### src/rtl/div_unit.sv
// div_unit: multi-cycle 32-bit MIPS div/divu (remainder -> HI, quotient -> LO), radix-2 restoring.
// Optional DIV_ZERO_EARLY_EN: a zero divisor skips the iteration phase.
//------------------------------------------------------------------------------
// Module   : div_unit
// Revision : 1.0 - initial release
//------------------------------------------------------------------------------
`default_nettype none

module div_unit (
  input  logic        clk,
  input  logic        rst,
  input  logic        start_i,
  input  logic        signed_i,
  input  logic [31:0] opdata1_i,
  input  logic [31:0] opdata2_i,
  input  logic        annul_i,
  output logic [31:0] hi_o,
  output logic [31:0] lo_o,
  output logic        we_o,
  output logic        busy_o
);

  localparam logic [1:0] S_IDLE = 2'd0;
  localparam logic [1:0] S_RUN  = 2'd1;
  localparam logic [1:0] S_DONE = 2'd2;

  localparam logic [5:0] C_LAST_ITER = 6'd32;

  logic [1:0]  r_state;
  logic [1:0]  w_next_state;
  logic [5:0]  r_cnt;
  logic [31:0] r_quo;
  logic [31:0] r_rem;
  logic [31:0] r_divisor;
  logic [31:0] r_op1_raw;
  logic        r_neg_q;
  logic        r_neg_r;
  logic        r_div_zero;
  logic [31:0] r_hi;
  logic [31:0] r_lo;
  logic        r_we;
  logic        r_busy;

  logic        w_accept;
  logic        w_finish;
  logic        w_iterate;
  logic        w_busy_nxt;
  logic        w_we_nxt;
  logic        w_op1_neg;
  logic        w_op2_neg;
  logic [31:0] w_op1_mag;
  logic [31:0] w_op2_mag;
  logic [32:0] w_shift;
  logic [32:0] w_diff;
  logic        w_qbit;
  logic [31:0] w_quo_fix;
  logic [31:0] w_rem_fix;
  logic [31:0] w_hi_res;
  logic [31:0] w_lo_res;

  assign w_accept = start_i & ~annul_i & ((r_state == S_IDLE) | (r_state == S_DONE));

`ifdef DIV_ZERO_EARLY_EN
  assign w_finish = (r_cnt == C_LAST_ITER) | r_div_zero;
`else
  assign w_finish = (r_cnt == C_LAST_ITER);
`endif

  // State register
  always_ff @(posedge clk or negedge rst) begin
    if (!rst) begin
      r_state <= S_IDLE;
    end else begin
      r_state <= w_next_state;
    end
  end

  // Next-state logic
  always_comb begin
    w_next_state = r_state;
    case (r_state)
      S_IDLE: begin
        if (w_accept) w_next_state = S_RUN;
      end
      S_RUN: begin
        if (annul_i)       w_next_state = S_IDLE;
        else if (w_finish) w_next_state = S_DONE;
      end
      S_DONE: begin
        w_next_state = w_accept ? S_RUN : S_IDLE;
      end
      default: w_next_state = S_IDLE;
    endcase
  end

  // Output / control decode
  always_comb begin
    w_busy_nxt = (w_next_state == S_RUN);
    w_we_nxt   = (r_state == S_RUN) & (w_next_state == S_DONE);
    w_iterate  = (r_state == S_RUN) & ~w_finish;
  end

  assign w_op1_neg = signed_i & opdata1_i[31];
  assign w_op2_neg = signed_i & opdata2_i[31];
  assign w_op1_mag = w_op1_neg ? (~opdata1_i + 32'd1) : opdata1_i;
  assign w_op2_mag = w_op2_neg ? (~opdata2_i + 32'd1) : opdata2_i;

  // The remainder stays below the divisor, so the 33-bit difference sign is the quotient bit.
  assign w_shift = {r_rem, r_quo[31]};
  assign w_diff  = w_shift - {1'b0, r_divisor};
  assign w_qbit  = ~w_diff[32];

  // 0x8000_0000 / -1 falls out naturally: negating 0x8000_0000 yields itself.
  assign w_quo_fix = r_neg_q ? (~r_quo + 32'd1) : r_quo;
  assign w_rem_fix = r_neg_r ? (~r_rem + 32'd1) : r_rem;
  assign w_hi_res  = r_div_zero ? r_op1_raw : w_rem_fix;
  assign w_lo_res  = r_div_zero ? 32'hFFFF_FFFF : w_quo_fix;

  always_ff @(posedge clk or negedge rst) begin
    if (!rst) begin
      r_cnt      <= 6'd0;
      r_quo      <= 32'd0;
      r_rem      <= 32'd0;
      r_divisor  <= 32'd0;
      r_op1_raw  <= 32'd0;
      r_neg_q    <= 1'b0;
      r_neg_r    <= 1'b0;
      r_div_zero <= 1'b0;
    end else if (w_accept) begin
      r_cnt      <= 6'd0;
      r_quo      <= w_op1_mag;
      r_rem      <= 32'd0;
      r_divisor  <= w_op2_mag;
      r_op1_raw  <= opdata1_i;
      r_neg_q    <= w_op1_neg ^ w_op2_neg;
      r_neg_r    <= w_op1_neg;
      r_div_zero <= (opdata2_i == 32'd0);
    end else if (w_iterate) begin
      r_cnt <= r_cnt + 6'd1;
      r_quo <= {r_quo[30:0], w_qbit};
      r_rem <= w_qbit ? w_diff[31:0] : w_shift[31:0];
    end
  end

  always_ff @(posedge clk or negedge rst) begin
    if (!rst) begin
      r_hi   <= 32'd0;
      r_lo   <= 32'd0;
      r_we   <= 1'b0;
      r_busy <= 1'b0;
    end else begin
      r_we   <= w_we_nxt;
      r_busy <= w_busy_nxt;
      if (w_we_nxt) begin
        r_hi <= w_hi_res;
        r_lo <= w_lo_res;
      end
    end
  end

  assign hi_o   = r_hi;
  assign lo_o   = r_lo;
  assign we_o   = r_we;
  assign busy_o = r_busy;

endmodule

`default_nettype wire

### config.mk
export PLATFORM = sky130hd
export DESIGN_NAME = div_unit
export DESIGN_NICKNAME = d
export VERILOG_FILES = /design/src/rtl/div_unit.sv
export SDC_FILE = /design/constraint.sdc
export NUM_CORES = 1
export LEC_CHECK = 0
export ABC_AREA = 1
export BUFFER_PORTS_ARGS = -buffer_cell sky130_fd_sc_hd__buf_2
export CORE_ASPECT_RATIO = 0.7
export CORE_MARGIN = 2
export CORE_UTILIZATION = 55
export DETAILED_ROUTE_END_ITERATION = 7
export HOLD_SLACK_MARGIN = 0.15
export PLACE_DENSITY = 0.75
export REMOVE_ABC_BUFFERS = 1
export SYNTH_ARGS = -nofsm -noshare
export SYNTH_HDL_FRONTEND = slang
export SYNTH_SLANG_ARGS = --single-unit
### constraint.sdc
create_clock -name clk -period 6.15 [get_ports clk]
set_input_delay 1.23 -clock clk [delete_from_list [all_inputs] [get_ports clk]]
set_output_delay 1.23 -clock clk [all_outputs]
set_load 0.03 [all_outputs]
# Word-level counts from Yosys, hierarchy flattened
# Index checks and enable logic that the tools add are counted.
[op_classes] n_eq_ne=5 bitwise=15 n_mux=18 add_sub_neg=6 reduce_logical=3
[op_table] cell="32-bit 2-to-1 mux" count=11
[op_table] cell="32-bit by 1-bit adder with 32-bit output (second input constant)" count=4
[op_table] cell="32-bit NOT" count=4
[op_table] cell="33-bit by 32-bit subtractor with 33-bit output" count=1
[op_table] cell="32-bit zero test" count=1
[op_table] cell="6-bit 2-to-1 mux" count=2
[op_table] cell="6-bit by 1-bit adder with 6-bit output (second input constant)" count=1
[op_table] cell="1-bit AND" count=6
[op_table] cell="6-bit == test (second input constant)" count=1
[op_table] cell="2-bit 2-to-1 mux" count=3
[op_table] cell="2-bit case mux with 3 select lines" count=1
[op_table] cell="2-bit by 1-bit == test with 1-bit output (second input constant)" count=2
[op_table] cell="2-bit == test (second input constant)" count=2
[op_table] cell="1-bit NOT" count=3
[op_table] cell="2-bit zero test" count=1
[op_table] cell="2-bit nonzero test" count=1
[op_table] cell="1-bit 2-to-1 mux" count=1
[op_table] cell="1-bit bitwise OR" count=1
[op_table] cell="1-bit bitwise XOR" count=1
[totals] register_bits=205

# Logic depth before layout (Yosys ltp)
[logic_depth] word_depth=7 depth_mapped=18 depth_no_buf=17

# Least setup slack after synthesis
# No wires, ideal clock.
[synth_timing] kind="input-to-reg" from="input opdata2_i[0]" to="register r_divisor[26]" slack_ns=3.587 path_stages=12 path_buffers=1 arrival_ns=2.435 t_required_ns=6.022 cell_sequence="inv_1 -> ha_1 -> nand4_1 -> nor2_4 -> nand2_1 -> nor2_1 -> nand2_1 -> nand2_1 -> buf_4 -> nand3b_1 -> nand3_1 -> o21ai_1"
[synth_via] elab_chain_cells=3
[synth_lines] item="start: declaration" line_no="15" text="input logic [31:0] opdata2_i,"
[synth_lines] item="32-bit NOT" line_no="106" text="assign w_op2_mag = w_op2_neg ? (~opdata2_i + 32'd1) : opdata2_i;"
[synth_lines] item="32-bit by 1-bit adder with 32-bit output" line_no="106"
[synth_lines] item="32-bit 2-to-1 mux" line_no="106"
[synth_lines] item="end signal: assignment" line_no="133" text="r_divisor <= w_op2_mag;"
[synth_lines] item="end: declaration" line_no="34" text="logic [31:0] r_divisor;"
# Every way passes these cells.
# A chain may end at the register's enable or synchronous reset.

# Worst setup path after layout
[layout_timing] from="input opdata2_i[31]" to="register r_divisor[20]"
[layout_via] elab_chain_cells=2
[layout_lines] item="1-bit AND" line_no="104" text="assign w_op2_neg = signed_i & opdata2_i[31];"
[layout_lines] item="32-bit 2-to-1 mux" line_no="106"
# Every way passes these cells.

==> impl_metrics.csv <==
group,metric,value,unit
cells_and_area,area_growth,10.7,%
route,ant_nets,0,
timing,slew-limit-headroom,29.8,%
clock_network,post_cts_buffers,0,
synth,syn_area_per_cell,6.60,sq um
clock_network,cts.repair.resized,0,
placement,port_buffers,134,
global_route,grt-ovfl-total,0,
setup_path,crit_required,6.61,ns
run_status,status,"finished clean",
power_and_ir_drop,power_density,377,nW/um^2
clock_network,htreeDepth,1,
cells_and_area,drive_above_1_share,11.4,%
clock_network,clock_tree.root_cell,"clkbuf_16",
placement,dp_cells,2717,
synth,synth_warnings,0,
route,drt_iter0_markers,1793,
global_route,track_usage,33.9,%
cells_and_area,postLayoutCellArea,16700,sq um
route,vias,15700,
synth,syn_inst,2280,
clock_network,clk_latency,0.53,ns
floorplanning,num_rows,50,
cells_and_area,seqCellArea,5130,sq um
setup_path,worstSetupPathType,"in2reg",
global_route,antenna_found_initial,0,
cells_and_area,fin_cells,2757,
synth,yosysSeqAreaShare,34.1,%
route,dr.pass1.iters,7,
synth,synth_area_leaders,"dfrtp_1 (34%), nand2_1 (17%), inv_1 (8.2%), nand3_1 (7.3%), o21ai_0 (5.0%)",
clock_network,cts_tree,"done",
cells_and_area,nets,2486,
synth,synth.top_cell.area_share,34.1,%
floorplanning,ioPinCount,135,
global_route,grt_max_degree,126,
floorplanning,placeableCoreArea,26800,sq um
setup_path,end_kind,"flip-flop",
timing,setup_viol,0,
job,maxCapViolCount,0,
timing,skew,0.00954,ns
synth,async_flop_share,100,%
clock_network,cts_sinks,205,
setup_path,worst_setup_path_start_kind,"primary input",
timing,fin_crit_sh,59.7,%
floorplanning,die_area,28700,sq um
timing,slew_viol_final,0,
synth,ys_ff_latch,205,
timing,period_needed,3.67,ns
synth,yosys.area.top_type,"dfrtp_1",
cells_and_area,n_antenna_cell,0,
timing,final_hold_viol_count,0,
placement,gp_congestion,0.979,
floorplanning,chipHeight,142,um
setup_path,crit_fanout,27,
worst_hold_path,min_path_type,"reg2reg",
timing,grt_setup_unrepaired,"false",
clock_network,clockBufferDepth,3,
cells_and_area,multiInputGateArea,8280,sq um
cells_and_area,fillers,2594,
floorplanning,dieWidth,202,um
power_and_ir_drop,p_leak,9.15,nW
placement,pre_cts_ws,2.16,ns
timing,fmax,273,MHz
route,drt_wl_total,48600,um
placement,place_area,15900,sq um
timing,hold_slack,0.479,ns
power_and_ir_drop,max-vdd-ir-drop,198,uV
global_route,grt_pass1_wl,77000,um
clock_network,holdBufCountCts,0,
clock_network,cts_buffers,23,
placement,dp_hpwl,37500,um
clock_network,cts.reportedPaths.clkPinSlew,0.06,ns
timing,tightest_slew,1.05,ns
synth,synth_edf_count,0,
synth,synth_flop_cell,"dfrtp_1",
timing,setup_slack,2.48,ns
timing,fin_setup_tns,0,ns
synth,yosysUniqueCellTypes,54,
global_route,grt_pass1_vias,14100,
floorplanning,start_util,56.1,%
synth,syn-cell-area,15000,sq um
route,drc,0,
setup_path,cp.arrival,4.13,ns
route,post_drt_wl_per_cell,17.6,um
route,vias_per_cell,5.68,
==> final timing paths <==
check	startpoint	end	slack [ns]	cells past startpoint
hold reg to reg	r_divisor[30]$_DFFE_PN0P_	r_divisor[30]$_DFFE_PN0P_	0.48	2
min in group asynchronous	rst	r_divisor[0]$_DFFE_PN0P_	0.86	1
max in group asynchronous	rst	r_quo[26]$_DFFE_PN0P_	4.24	2
setup reg to reg	r_state[0]$_DFF_PN0_	r_quo[10]$_DFFE_PN0P_	3.17	7
setup / recovery	opdata2_i[31]	r_divisor[20]$_DFFE_PN0P_	2.48	8
hold / removal	r_divisor[30]$_DFFE_PN0P_	r_divisor[30]$_DFFE_PN0P_	0.48	2
==> metal layers <==
layer  up-vias  routed length (um)  global-route usage (%)  part of all wire (%)
li1       7511                   -                       -                     -
met1      7357               23000                    52.6                    47
met2       734               19400                    48.3                    40
met3        58                5460                    7.83                    11
met4         0                 687                    5.15                   1.4
met5         -                   0                       0                     0
==> cells in the mapped netlist (6+ instances only) <==
library cell	count
a21oi_1	77
a31oi_1	17
buf_1	10
buf_2	8
clkbuf_1	46
dfrtp_1	205
ha_1	38
inv_1	327
inv_2	7
nand2_1	673
nand2_2	28
nand2_4	7
nand3_1	220
nand3_2	11
nand3b_1	15
nand4_1	30
nor2_1	201
nor3_1	29
nor4_1	6
o211ai_1	16
o21ai_0	151
o21bai_1	11
o221ai_1	8
o22ai_1	13
or2_2	13
xnor2_1	10
xor2_1	35
==> power by group <==
group          total (mW)  internal, mW  switching (mW)  leakage [nW]
clock network        1.36         0.781           0.579         0.354
registers            1.81          1.56           0.250          2.65
logic                3.12         0.993            2.13          6.15
==> critical path, stage by stage <==
cell and delay [ns]:
buf_2 0.13, nand2_1 0.59, clkinv_1 1.04, nand2_1 0.68, o21ai_0 0.21, nand2_1 0.10
nand3_1 0.06, nand2_1 0.06
==> cells by family (layout without fill, tap and decap cells) <==
group                    Yosys count  after routing  synth area share (%)
AND/OR/NAND/NOR                 1252           1252                  36.6
flip-flops                       205            205                  34.1
buffers and inverters            412            525                  10.9
XOR/XNOR                          45             45                  2.62
adder cells (fa/ha/maj)           39             39                  3.29
AO/OA/AOI/OAI                    327            327                  12.5
==> layout make-up <==
class                      count  share of cell area (%)
multi-input combinational   1663                    49.7
sequential                   205                    30.8
inverter                     336                    7.57
timing repair buffer         149                    4.83
clock buffer                  33                    3.92
tap                          364                    2.73
clock inverter                 7                   0.421
==> registers in the layout, summed over array words and instances (netlist names) <==
name / flops
busy_o: 1
hi_o: 32
lo_o: 32
r_cnt: 6
r_div_zero: 1
r_divisor: 32
r_neg_q: 1
r_neg_r: 1
r_op1_raw: 32
r_quo: 32
r_rem: 32
r_state: 2
we_o: 1
==> placed cells by master (no fill, tap or decap), types with 3 or more instances in the layout <==
cell type	netlist	final
nand2_4	7	7
nand3_2	11	11
clkbuf_16	0	23
or2_2	13	13
o22ai_1	13	13
and2_1	3	3
a31oi_1	17	17
nor4_1	6	6
nor3_2	5	5
o21ai_2	3	3
o221ai_1	8	8
o21ai_1	5	5
clkbuf_8	3	5
buf_4	5	14
nor2_1	201	201
xor2_1	35	35
buf_2	8	133
a22oi_1	4	4
o211ai_1	16	16
o21bai_1	11	11
inv_1	327	326
a21oi_1	77	77
dfrtp_1	205	205
o31ai_1	4	4
a32oi_1	4	4
ha_1	38	38
nand2_2	28	29
xnor2_1	10	10
nand2_1	673	672
nor3_1	29	29
o21ai_0	151	151
clkbuf_1	46	6
inv_2	7	8
o21a_1	5	5
nand3_1	220	219
clkinv_2	0	3
nand4_1	30	30
nand3b_1	15	15
nor2_4	3	3
==> through the flow <==
stage / util (%) / power, mW
after global placement: 59.4 / 4.80
after detailed placement: 59.4 / 4.85
after CTS: 62.1 / 6.23
after global routing: 62.1 / 6.78
final: 62.1 / 6.29
after floorplan: - / 4.00
Power figures use the tool's default switching activity.
